**src/rtl/hazard_pipe_ctrl_if.sv**
```systemverilog
// Hazard/stall interface between the pipeline datapath (master) and the pipeline sequencer (slave).
interface hazard_pipe_ctrl_if;
    logic [4:0] id_rs;
    logic [4:0] id_rt;
    logic       id_uses_rt;
    logic       ex_mem_read;
    logic [4:0] ex_rt;
    logic       ex_branch_taken;
    logic       mem_req;
    logic       mem_ready;
    logic       halt_req;
    logic       step;
    logic       pc_write;
    logic       if_id_write;
    logic       if_id_flush;
    logic       id_ex_write;
    logic       id_ex_bubble;
    logic       ex_mem_write;
    logic       mem_wb_bubble;
    logic       halted;
    logic       mem_timeout;

    modport master (
        output id_rs, id_rt, id_uses_rt, ex_mem_read, ex_rt, ex_branch_taken,
               mem_req, mem_ready, halt_req, step,
        input  pc_write, if_id_write, if_id_flush, id_ex_write, id_ex_bubble,
               ex_mem_write, mem_wb_bubble, halted, mem_timeout
    );

    modport slave (
        input  id_rs, id_rt, id_uses_rt, ex_mem_read, ex_rt, ex_branch_taken,
               mem_req, mem_ready, halt_req, step,
        output pc_write, if_id_write, if_id_flush, id_ex_write, id_ex_bubble,
               ex_mem_write, mem_wb_bubble, halted, mem_timeout
    );
endinterface

```
**src/rtl/hazard_pipe_ctrl.sv**
```systemverilog
// 5-stage pipeline sequencer: load-use stall, branch flush, mem-wait freeze with timeout,
// and debug halt/drain/single-step. Control outputs are Mealy from state + hazard inputs.
module hazard_pipe_ctrl #(
    parameter int unsigned TIMEOUT      = 255,
    parameter int unsigned DRAIN_CYCLES = 4,
    parameter int unsigned CNT_W        = 8
) (
    input  logic               clk,
    input  logic               rst,
    hazard_pipe_ctrl_if.slave  hz
);
    localparam logic [2:0] S_RUN    = 3'd0;
    localparam logic [2:0] S_WAIT   = 3'd1;
    localparam logic [2:0] S_DRAIN  = 3'd2;
    localparam logic [2:0] S_HALTED = 3'd3;
    localparam logic [2:0] S_STEP   = 3'd4;
    localparam logic [2:0] S_ERROR  = 3'd5;

    localparam logic [CNT_W-1:0] TIMEOUT_C = CNT_W'(TIMEOUT);
    localparam logic [CNT_W-1:0] DRAIN_C   = CNT_W'(DRAIN_CYCLES);
    localparam logic [CNT_W-1:0] ONE_C     = CNT_W'(1);

    logic [2:0]       state, state_nxt;
    logic [CNT_W-1:0] timer, timer_nxt;
    logic [CNT_W-1:0] drain, drain_nxt;

    logic lu_c, freeze_c, apply_run_c, apply_freeze_c;
    logic [CNT_W-1:0] timer_inc_c;
    logic pc_write_c, if_id_write_c, if_id_flush_c, id_ex_write_c, id_ex_bubble_c;
    logic ex_mem_write_c, mem_wb_bubble_c, halted_c, mem_timeout_c;

    assign lu_c = hz.ex_mem_read && (hz.ex_rt != 5'd0) &&
                  ((hz.ex_rt == hz.id_rs) || (hz.id_uses_rt && (hz.ex_rt == hz.id_rt)));
    assign freeze_c    = hz.mem_req && !hz.mem_ready;
    assign timer_inc_c = (timer >= TIMEOUT_C) ? timer : timer + ONE_C;

    // State and counter registers
    always_ff @(posedge clk or negedge rst) begin
        if (!rst) begin
            state <= S_RUN;
            timer <= '0;
            drain <= '0;
        end else begin
            state <= state_nxt;
            timer <= timer_nxt;
            drain <= drain_nxt;
        end
    end

    // Next-state and control outputs
    always_comb begin
        state_nxt       = state;
        timer_nxt       = timer;
        drain_nxt       = drain;
        apply_run_c     = 1'b0;
        apply_freeze_c  = 1'b0;
        pc_write_c      = 1'b1;
        if_id_write_c   = 1'b1;
        if_id_flush_c   = 1'b0;
        id_ex_write_c   = 1'b1;
        id_ex_bubble_c  = 1'b0;
        ex_mem_write_c  = 1'b1;
        mem_wb_bubble_c = 1'b0;
        halted_c        = 1'b0;
        mem_timeout_c   = 1'b0;

        case (state)
            S_RUN: begin
                if (freeze_c) begin
                    apply_freeze_c = 1'b1;
                    timer_nxt      = ONE_C;
                    state_nxt      = S_WAIT;
                end else begin
                    apply_run_c = 1'b1;
                    if (hz.halt_req) begin
                        drain_nxt = DRAIN_C;
                        state_nxt = S_DRAIN;
                    end
                end
            end
            S_WAIT: begin
                if (hz.mem_ready) begin
                    apply_run_c = 1'b1;
                    timer_nxt   = '0;
                    if (hz.halt_req) begin
                        drain_nxt = DRAIN_C;
                        state_nxt = S_DRAIN;
                    end else begin
                        state_nxt = S_RUN;
                    end
                end else begin
                    apply_freeze_c = 1'b1;
                    timer_nxt      = timer_inc_c;
                    if (timer_inc_c >= TIMEOUT_C) state_nxt = S_ERROR;
                end
            end
            S_DRAIN: begin
                pc_write_c    = hz.ex_branch_taken;
                if_id_flush_c = 1'b1;
                if (freeze_c) begin
                    // Drain count holds while memory stalls; timeout still applies
                    apply_freeze_c = 1'b1;
                    timer_nxt      = timer_inc_c;
                    if (timer_inc_c >= TIMEOUT_C) state_nxt = S_ERROR;
                end else begin
                    timer_nxt = '0;
                    if (drain <= ONE_C) begin
                        drain_nxt = '0;
                        state_nxt = S_HALTED;
                    end else begin
                        drain_nxt = drain - ONE_C;
                    end
                end
            end
            S_HALTED: begin
                halted_c      = 1'b1;
                pc_write_c    = 1'b0;
                if_id_flush_c = 1'b1;
                if (!hz.halt_req)  state_nxt = S_RUN;
                else if (hz.step)  state_nxt = S_STEP;
            end
            S_STEP: begin
                drain_nxt = DRAIN_C;
                state_nxt = S_DRAIN;
            end
            S_ERROR: begin
                apply_freeze_c = 1'b1;
                mem_timeout_c  = 1'b1;
            end
            default: begin
                state_nxt = S_RUN;
                timer_nxt = '0;
                drain_nxt = '0;
            end
        endcase

        // Branch redirect outranks load-use stall
        if (apply_run_c) begin
            if (hz.ex_branch_taken) begin
                if_id_flush_c  = 1'b1;
                id_ex_bubble_c = 1'b1;
                pc_write_c     = 1'b1;
            end else if (lu_c) begin
                pc_write_c     = 1'b0;
                if_id_write_c  = 1'b0;
                id_ex_bubble_c = 1'b1;
            end
        end

        if (apply_freeze_c) begin
            pc_write_c      = 1'b0;
            if_id_write_c   = 1'b0;
            id_ex_write_c   = 1'b0;
            ex_mem_write_c  = 1'b0;
            mem_wb_bubble_c = 1'b1;
        end

        if (!rst) begin
            pc_write_c      = 1'b0;
            if_id_write_c   = 1'b0;
            if_id_flush_c   = 1'b0;
            id_ex_write_c   = 1'b0;
            id_ex_bubble_c  = 1'b0;
            ex_mem_write_c  = 1'b0;
            mem_wb_bubble_c = 1'b0;
            halted_c        = 1'b0;
            mem_timeout_c   = 1'b0;
        end
    end

    assign hz.pc_write      = pc_write_c;
    assign hz.if_id_write   = if_id_write_c;
    assign hz.if_id_flush   = if_id_flush_c;
    assign hz.id_ex_write   = id_ex_write_c;
    assign hz.id_ex_bubble  = id_ex_bubble_c;
    assign hz.ex_mem_write  = ex_mem_write_c;
    assign hz.mem_wb_bubble = mem_wb_bubble_c;
    assign hz.halted        = halted_c;
    assign hz.mem_timeout   = mem_timeout_c;
endmodule

```
**src/flat_wrapper.sv**
```systemverilog
// flat-port wrapper written by rule: the top's interface ports become plain ports
module hazard_pipe_ctrl_flat 
#(
    parameter int unsigned TIMEOUT      = 255,
    parameter int unsigned DRAIN_CYCLES = 4,
    parameter int unsigned CNT_W        = 8
)
  (clk, rst, hz_id_rs, hz_id_rt, hz_id_uses_rt, hz_ex_mem_read, hz_ex_rt, hz_ex_branch_taken, hz_mem_req, hz_mem_ready, hz_halt_req, hz_step, hz_pc_write, hz_if_id_write, hz_if_id_flush, hz_id_ex_write, hz_id_ex_bubble, hz_ex_mem_write, hz_mem_wb_bubble, hz_halted, hz_mem_timeout);
  hazard_pipe_ctrl_if hz_i ();
  input  logic clk;
  input  logic rst;
  input wire logic [$bits(hz_i.id_rs)-1:0] hz_id_rs;
  input wire logic [$bits(hz_i.id_rt)-1:0] hz_id_rt;
  input wire logic [$bits(hz_i.id_uses_rt)-1:0] hz_id_uses_rt;
  input wire logic [$bits(hz_i.ex_mem_read)-1:0] hz_ex_mem_read;
  input wire logic [$bits(hz_i.ex_rt)-1:0] hz_ex_rt;
  input wire logic [$bits(hz_i.ex_branch_taken)-1:0] hz_ex_branch_taken;
  input wire logic [$bits(hz_i.mem_req)-1:0] hz_mem_req;
  input wire logic [$bits(hz_i.mem_ready)-1:0] hz_mem_ready;
  input wire logic [$bits(hz_i.halt_req)-1:0] hz_halt_req;
  input wire logic [$bits(hz_i.step)-1:0] hz_step;
  output wire logic [$bits(hz_i.pc_write)-1:0] hz_pc_write;
  output wire logic [$bits(hz_i.if_id_write)-1:0] hz_if_id_write;
  output wire logic [$bits(hz_i.if_id_flush)-1:0] hz_if_id_flush;
  output wire logic [$bits(hz_i.id_ex_write)-1:0] hz_id_ex_write;
  output wire logic [$bits(hz_i.id_ex_bubble)-1:0] hz_id_ex_bubble;
  output wire logic [$bits(hz_i.ex_mem_write)-1:0] hz_ex_mem_write;
  output wire logic [$bits(hz_i.mem_wb_bubble)-1:0] hz_mem_wb_bubble;
  output wire logic [$bits(hz_i.halted)-1:0] hz_halted;
  output wire logic [$bits(hz_i.mem_timeout)-1:0] hz_mem_timeout;
  assign hz_i.id_rs = hz_id_rs;
  assign hz_i.id_rt = hz_id_rt;
  assign hz_i.id_uses_rt = hz_id_uses_rt;
  assign hz_i.ex_mem_read = hz_ex_mem_read;
  assign hz_i.ex_rt = hz_ex_rt;
  assign hz_i.ex_branch_taken = hz_ex_branch_taken;
  assign hz_i.mem_req = hz_mem_req;
  assign hz_i.mem_ready = hz_mem_ready;
  assign hz_i.halt_req = hz_halt_req;
  assign hz_i.step = hz_step;
  assign hz_pc_write = hz_i.pc_write;
  assign hz_if_id_write = hz_i.if_id_write;
  assign hz_if_id_flush = hz_i.if_id_flush;
  assign hz_id_ex_write = hz_i.id_ex_write;
  assign hz_id_ex_bubble = hz_i.id_ex_bubble;
  assign hz_ex_mem_write = hz_i.ex_mem_write;
  assign hz_mem_wb_bubble = hz_i.mem_wb_bubble;
  assign hz_halted = hz_i.halted;
  assign hz_mem_timeout = hz_i.mem_timeout;
  hazard_pipe_ctrl #(.TIMEOUT(TIMEOUT), .DRAIN_CYCLES(DRAIN_CYCLES), .CNT_W(CNT_W)) u_core (.clk(clk), .rst(rst), .hz(hz_i));
endmodule
```
**config.mk**
```make
export PLATFORM = sky130hd
export DESIGN_NAME = hazard_pipe_ctrl_flat
export DESIGN_NICKNAME = d
export VERILOG_FILES = /design/src/rtl/hazard_pipe_ctrl_if.sv /design/src/rtl/hazard_pipe_ctrl.sv /design/src/flat_wrapper.sv
export SDC_FILE = /design/constraint.sdc
export NUM_CORES = 1
export LEC_CHECK = 0
export CORE_MARGIN = 4
export CORE_UTILIZATION = 45
export CTS_CLUSTER_DIAMETER = 150
export DETAILED_ROUTE_END_ITERATION = 8
export GPL_TIMING_DRIVEN = 1
export PLACE_DENSITY = 0.79
export SETUP_SLACK_MARGIN = 0.1
export SLEW_MARGIN = 25
export SYNTH_ARGS = -nofsm -noshare
export SYNTH_HDL_FRONTEND = slang
export SYNTH_SLANG_ARGS = --single-unit
```
**constraint.sdc**
```tcl
create_clock -name clk -period 3.7 [get_ports clk]
set_input_delay 0.37 -clock clk [delete_from_list [all_inputs] [get_ports clk]]
set_output_delay 0.37 -clock clk [all_outputs]
set_load 0.02 [all_outputs]
```
Word level (Yosys, flattened, before mapping)
Cells that the tools add are included.

Bits in registers: 19. Input port bits: 24. Output and inout port bits: 9. Word-level logic and storage cells: 94.

$add $sub $neg: 2. Magnitude comparators: 3. Equality and inequality tests: 14. Mux-type cells: 54. Bitwise logic cells: 3. Reduce and logical (&&, ||, !) cells: 15.

Operators by type and width (count): 2-to-1 mux 8 bit (9); case mux 8 bit (5 select lines) (1); case mux 8 bit (4 select lines) (1); 2-to-1 mux 1 bit (30); 2-to-1 mux 3 bit (8); case mux 3 bit (6 select lines) (1); greater-or-equal comparator 8 bit, second input constant (2); equality test 5 bit (2); adder 8 x 1 -> 8 bit, second input constant (1); <= comparator 8 x 1 -> 1 bit, second input constant (1); AND reduction 4 bit (2); subtractor 8 x 1 -> 8 bit, second input constant (1); equality test 3 x 2 -> 1 bit, second input constant (2); equality test 3 bit, second input constant (2); != test 2 bit, second input constant (3); OR reduction 2 bit (3); nonzero test 5 bit (1); logical AND 1 bit (4); case mux 1 bit (2 select lines) (2); equality test 3 x 1 -> 1 bit, second input constant (1); logical NOT 3 bit (1); != test 3 x 1 -> 1 bit, second input constant (1); != test 3 x 2 -> 1 bit, second input constant (1); != test 3 bit, second input constant (1); other kinds (8) (10).

Logic depth before layout (Yosys ltp)
Word-level depth: 9. Mapped depth: 7. Gate-level depth less buffers: 7.

Worst setup path before layout
Ideal clock, no wire load.

Path type: input to output. From: in hz_ex_rt[0]. To: out hz_pc_write. Arrival time: 1.662 ns. Required time: 3.330 ns. Setup slack: 1.668 ns. Stages: 4. Buffers on the path: 0. Cell sequence: or4_1 o21ai_0 nor3_1 nor3_1.

Word-level cells in the longest chain between the ends: 9. Elaborated cells on any way between the ends: 12. Those cells by class: eq/ne (2); mux (5); reduce/logical (5).

Ends and longest elaborated chain: start: declaration (RTL line flat_wrapper.sv:16) `input wire logic [$bits(hz_i.ex_rt)-1:0] hz_ex_rt;`; equality test 5 bit (RTL line hazard_pipe_ctrl.sv:33) `((hz.ex_rt == hz.id_rs) || (hz.id_uses_rt && (hz.ex_rt == hz.id_rt)));`; logical AND 1 bit (RTL line hazard_pipe_ctrl.sv:33); logical OR 1 bit (RTL line hazard_pipe_ctrl.sv:33); logical AND 1 bit (*) (RTL line hazard_pipe_ctrl.sv:32) `assign lu_c = hz.ex_mem_read && (hz.ex_rt != 5'd0) &&`; 2-to-1 mux 1 bit (*) (RTL line hazard_pipe_ctrl.sv:143) `end else if (lu_c) begin`; 2-to-1 mux 1 bit (*) (RTL line hazard_pipe_ctrl.sv:139) `if (hz.ex_branch_taken) begin`; 2-to-1 mux 1 bit (*) (RTL line hazard_pipe_ctrl.sv:138) `if (apply_run_c) begin`; 2-to-1 mux 1 bit (*) (RTL line hazard_pipe_ctrl.sv:150) `if (apply_freeze_c) begin`; 2-to-1 mux 1 bit (*) (RTL line hazard_pipe_ctrl.sv:158) `if (!rst) begin`; end: declaration (RTL line flat_wrapper.sv:22) `output wire logic [$bits(hz_i.pc_write)-1:0] hz_pc_write;`.

Mark *: on every way between the ends. The rest lies on a longest branch, timed or not.

Worst setup path in the final report
From: in hz_mem_ready. To: out hz_pc_write.

Word-level cells in the longest chain between the ends: 7. Elaborated cells on any way between the ends: 11. Those cells by class: mux (9); reduce/logical (2).

Ends and longest elaborated chain: start: declaration (RTL line flat_wrapper.sv:19) `input wire logic [$bits(hz_i.mem_ready)-1:0] hz_mem_ready;`; logical NOT 1 bit (RTL line hazard_pipe_ctrl.sv:34) `assign freeze_c = hz.mem_req && !hz.mem_ready;`; logical AND 1 bit (RTL line hazard_pipe_ctrl.sv:34); 2-to-1 mux 1 bit (RTL line hazard_pipe_ctrl.sv:69) `if (freeze_c) begin`; case mux 1 bit (2 select lines) (RTL line hazard_pipe_ctrl.sv:67) `case (state)`; 2-to-1 mux 1 bit (RTL line hazard_pipe_ctrl.sv:138); 2-to-1 mux 1 bit (*) (RTL line hazard_pipe_ctrl.sv:150); 2-to-1 mux 1 bit (*) (RTL line hazard_pipe_ctrl.sv:158).

Marked as above.

==> results by group <==
Layout
  – Share of layout cells above drive strength 1: 6.542%
  – Total Nets Final: 242
  – Fill cell count: 304
  – Area grow syn2layout: 24.31%
  – Finished Cell Area: 0.001907 mm^2
  – Ant diodes: 0

Pwr
  – P per Cell Area: 561.4 mW/mm^2
  – Peak VDD IR: 344.6 uV
  – Pleak: roughly 0.74 nW

STA
  – Setup_tns: 0 ps
  – Max Clk Rate: roughly 330 MHz
  – Final Hold Vio Count: 0
  – RSZ-0062 raised after global routing: no
  – Final setup vio count: 0
  – Clock Skews: 1.481 ps
  – Slew @ Worst Pin: 827.6 ps
  – Worst Hold Slack: around 480 ps
  – Final period util: between 80% and 90%
  – Slew Limit Headroom: between 40% and 50%
  – Final min period: 3050 ps
  – Final Max Slew Viols: 0

GRT
  – GRT Util Overall: 19.06%
  – GR Overflow Total: 0
  – First-pass GRT wire length: 6.527 mm
  – Initial antenna violation count: 0
  – Maximum number of pins on one net before global-route repair: 24
  – Number of global-route vias before repair: 1440

Worst setup path
  – Startpoint Class: input pin
  – Setup CP Type: in2out
  – Arrival @ worst endpoint: 2680 ps
  – Reg2Reg Depth: 5
  – WP data required: approximately 3300 ps
  – Maximum fanout along the worst path: 6
  – Reg2reg setup slack: about 1500 ps
  – Critical R2R Launch: u_core.timer[0]$_DFFE_PN0P_
  – Worst Setup End Kind: primary output
  – Reg2reg end: u_core.state[1]$_DFFE_PN0P_

Floorplanning
  – Die Y: 66.39 um
  – Die area: roughly 0.0044 mm^2
  – Row count: 20
  – Core Area: 0.003153 mm^2
  – Starting density of the core: 48.65%
  – DIE WIDTH: 66.39 um
  – I/O Pins: 33

Yosys
  – Synth area leaders: dfrtp_1 (31%), xor2_1 (6.9%), o21ai_0 (4.6%)
  – Async SR Flop Fraction: 100.0%
  – Compound-Gate Fraction of Synth Area: between 20% and 30%
  – Top cell type's share of synthesized area: 31.00%
  – Syn Area/Cell: 8.247 um^2
  – Synth warn: 0
  – Largest family of logic cells by synthesized area: compound AO/OA/AOI/OAI gates
  – Post-synth EDFFs: 0
  – Top post-synthesis cells by count: dfrtp_1 (19), nor2_1 (17), nand2_1 (15)
  – Yosys top cell by area: dfrtp_1
  – Top_reg_cell synth: dfrtp_1
  – Cell area after synthesis: roughly 0.0015 mm^2
  – Post-Synth Adder-Cell Area: between 2 and 2.5%
  – Unique masters post-synth: 52
  – Post-synthesis sequential area ratio: between 30 and 40%
  – Post-synthesis xor/xnor area fraction: 8.564%
  – Top-count cell post-synth: dfrtp_1
  – Post-Synth Simple-Gate Area: about a quarter
  – Multiplexer area fraction after synthesis: 0%
  – Post-Syn Instances: about 190
  – #FFs+latches synth: 19
  – Syn Nets: 213

CTS
  – CTS resizes: 0
  – Clk pin slew, worst setup/hold paths: roughly 110 ps
  – Clk_lat worst skew: around 300 ps
  – CTS root buf: clkbuf_4
  – CTS max path bufs: 2
  – Post-CTS Setup Bufs: 0
  – CTS tree: yes
  – Hold Buf Count CTS: 0
  – CTS sink count: 19
  – CTS Buf Count: 3
  – Htree depth: 1

Outcome
  – Outcome: completed

Routing
  – ANT nets after route: 0
  – DR vias/cell: just under 6
  – WL per Instance: 15.01 um
  – Vias: 1536
  – Detailed Route Iter0 Violations: 117
  – DRC Markers: 0
  – First drt pass iteration count: 4
  – Final wirelength: 3.873 mm

Placement
  – Port bufs: 32
  – Routability cong.: 0.8471
  – Placed Area: 0.001877 mm^2
  – Hpwl dp: 2.997 mm

Job
  – Max_cap viols: 0

Hold path
  – Worst min-delay path category: in2async
==> metrics by stage <==
stage	utilization, %	worst slack, ps	instances	power (mW)
floorplan	-	1668	186	0.7938
global placement	59.52	724.6	254	0.9342
detailed placement	59.52	669.5	254	0.9631
CTS	60.48	657.5	258	1.077
global route	60.48	429.4	258	1.168
finish	60.48	649.7	258	1.070
==> worst max-delay path by stage <==
stage / from / to / depth (start not counted)
6_report: hz_mem_ready / hz_pc_write / 7
5_1_grt: hz_mem_ready / hz_pc_write / 7
4_1_cts: hz_mem_ready / hz_pc_write / 7
3_5_place_dp: hz_mem_ready / hz_pc_write / 7
3_3_place_gp: hz_mem_ready / hz_pc_write / 7
2_1_floorplan: hz_ex_rt[0] / hz_pc_write / 4
==> sequential cells by signal (all words and copies together), names as in the netlist <==
name	count
u_core.drain	8
u_core.timer	8
u_core.state	3
==> cells in the final DEF (no fill, tap or decap), types with 2 or more instances in the layout <==
master            n
clkdlybuf4s50_1  32
dfrtp_1          19
nor2_1           17
nand2_1          15
o21ai_0          14
xor2_1           12
a21oi_1          10
inv_1             9
nor2b_1           5
nor3_1            5
nand3_1           5
nor3b_1           4
a31oi_1           4
or4_1             3
xnor2_1           3
nand2b_1          3
o31ai_1           3
nand4_1           3
or2_2             3
o211ai_1          3
ha_1              3
clkbuf_4          3
a211oi_1          2
o22a_1            2
a211o_1           2
nand4b_1          2
o2111ai_1         2
o21ai_1           2
==> layout make-up <==
type | instances | area, um^2 | area share (%)
multi-input combinational | 149 | 984.7 | 51.64
sequential | 19 | 475.5 | 24.93
timing repair buffer | 33 | 327.8 | 17.19
tap | 44 | 55.05 | 2.887
inverter | 9 | 33.78 | 1.772
clock buffer | 3 | 22.52 | 1.181
clock inverter | 1 | 7.507 | 0.3937
==> worst max-delay path, stage by stage <==
cell and delay [ps]:
clkdlybuf4s50_1 580, nand2b_1 300, o21ai_0 190, or4_1 420, nor3_1 190, nor3_1 90, clkdlybuf4s50_1 540
==> layer usage <==
metal / wire length (um) / vias to the layer above / GRT usage [%]
li1: - / 750 / -
met4: 46 / 0 / 6.345
met5: 0 / - / 0
met3: 272 / 6 / 5.272
met2: 1838 / 56 / 30.61
met1: 1716 / 724 / 24.48
==> where the power goes <==
part           switching, mW  internal, mW  total [mW]
Sequential             0.101         0.258       0.359
Combinational          0.337         0.266       0.603
Clock                 0.0675        0.0412       0.109
==> cells by family (layout without fill, tap and decap cells) <==
| family | Yosys count | after routing |
|---|---|---|
| DFF | 19 | 19 |
| xor gates and xnor gates | 15 | 15 |
| adders and majority gates | 3 | 3 |
| buffers and inverters | 18 | 46 |
| and+or+nand+nor | 71 | 71 |
| AOI/OAI and AO/OA | 60 | 60 |
No activity file was read; power rests on OpenSTA's default activity.
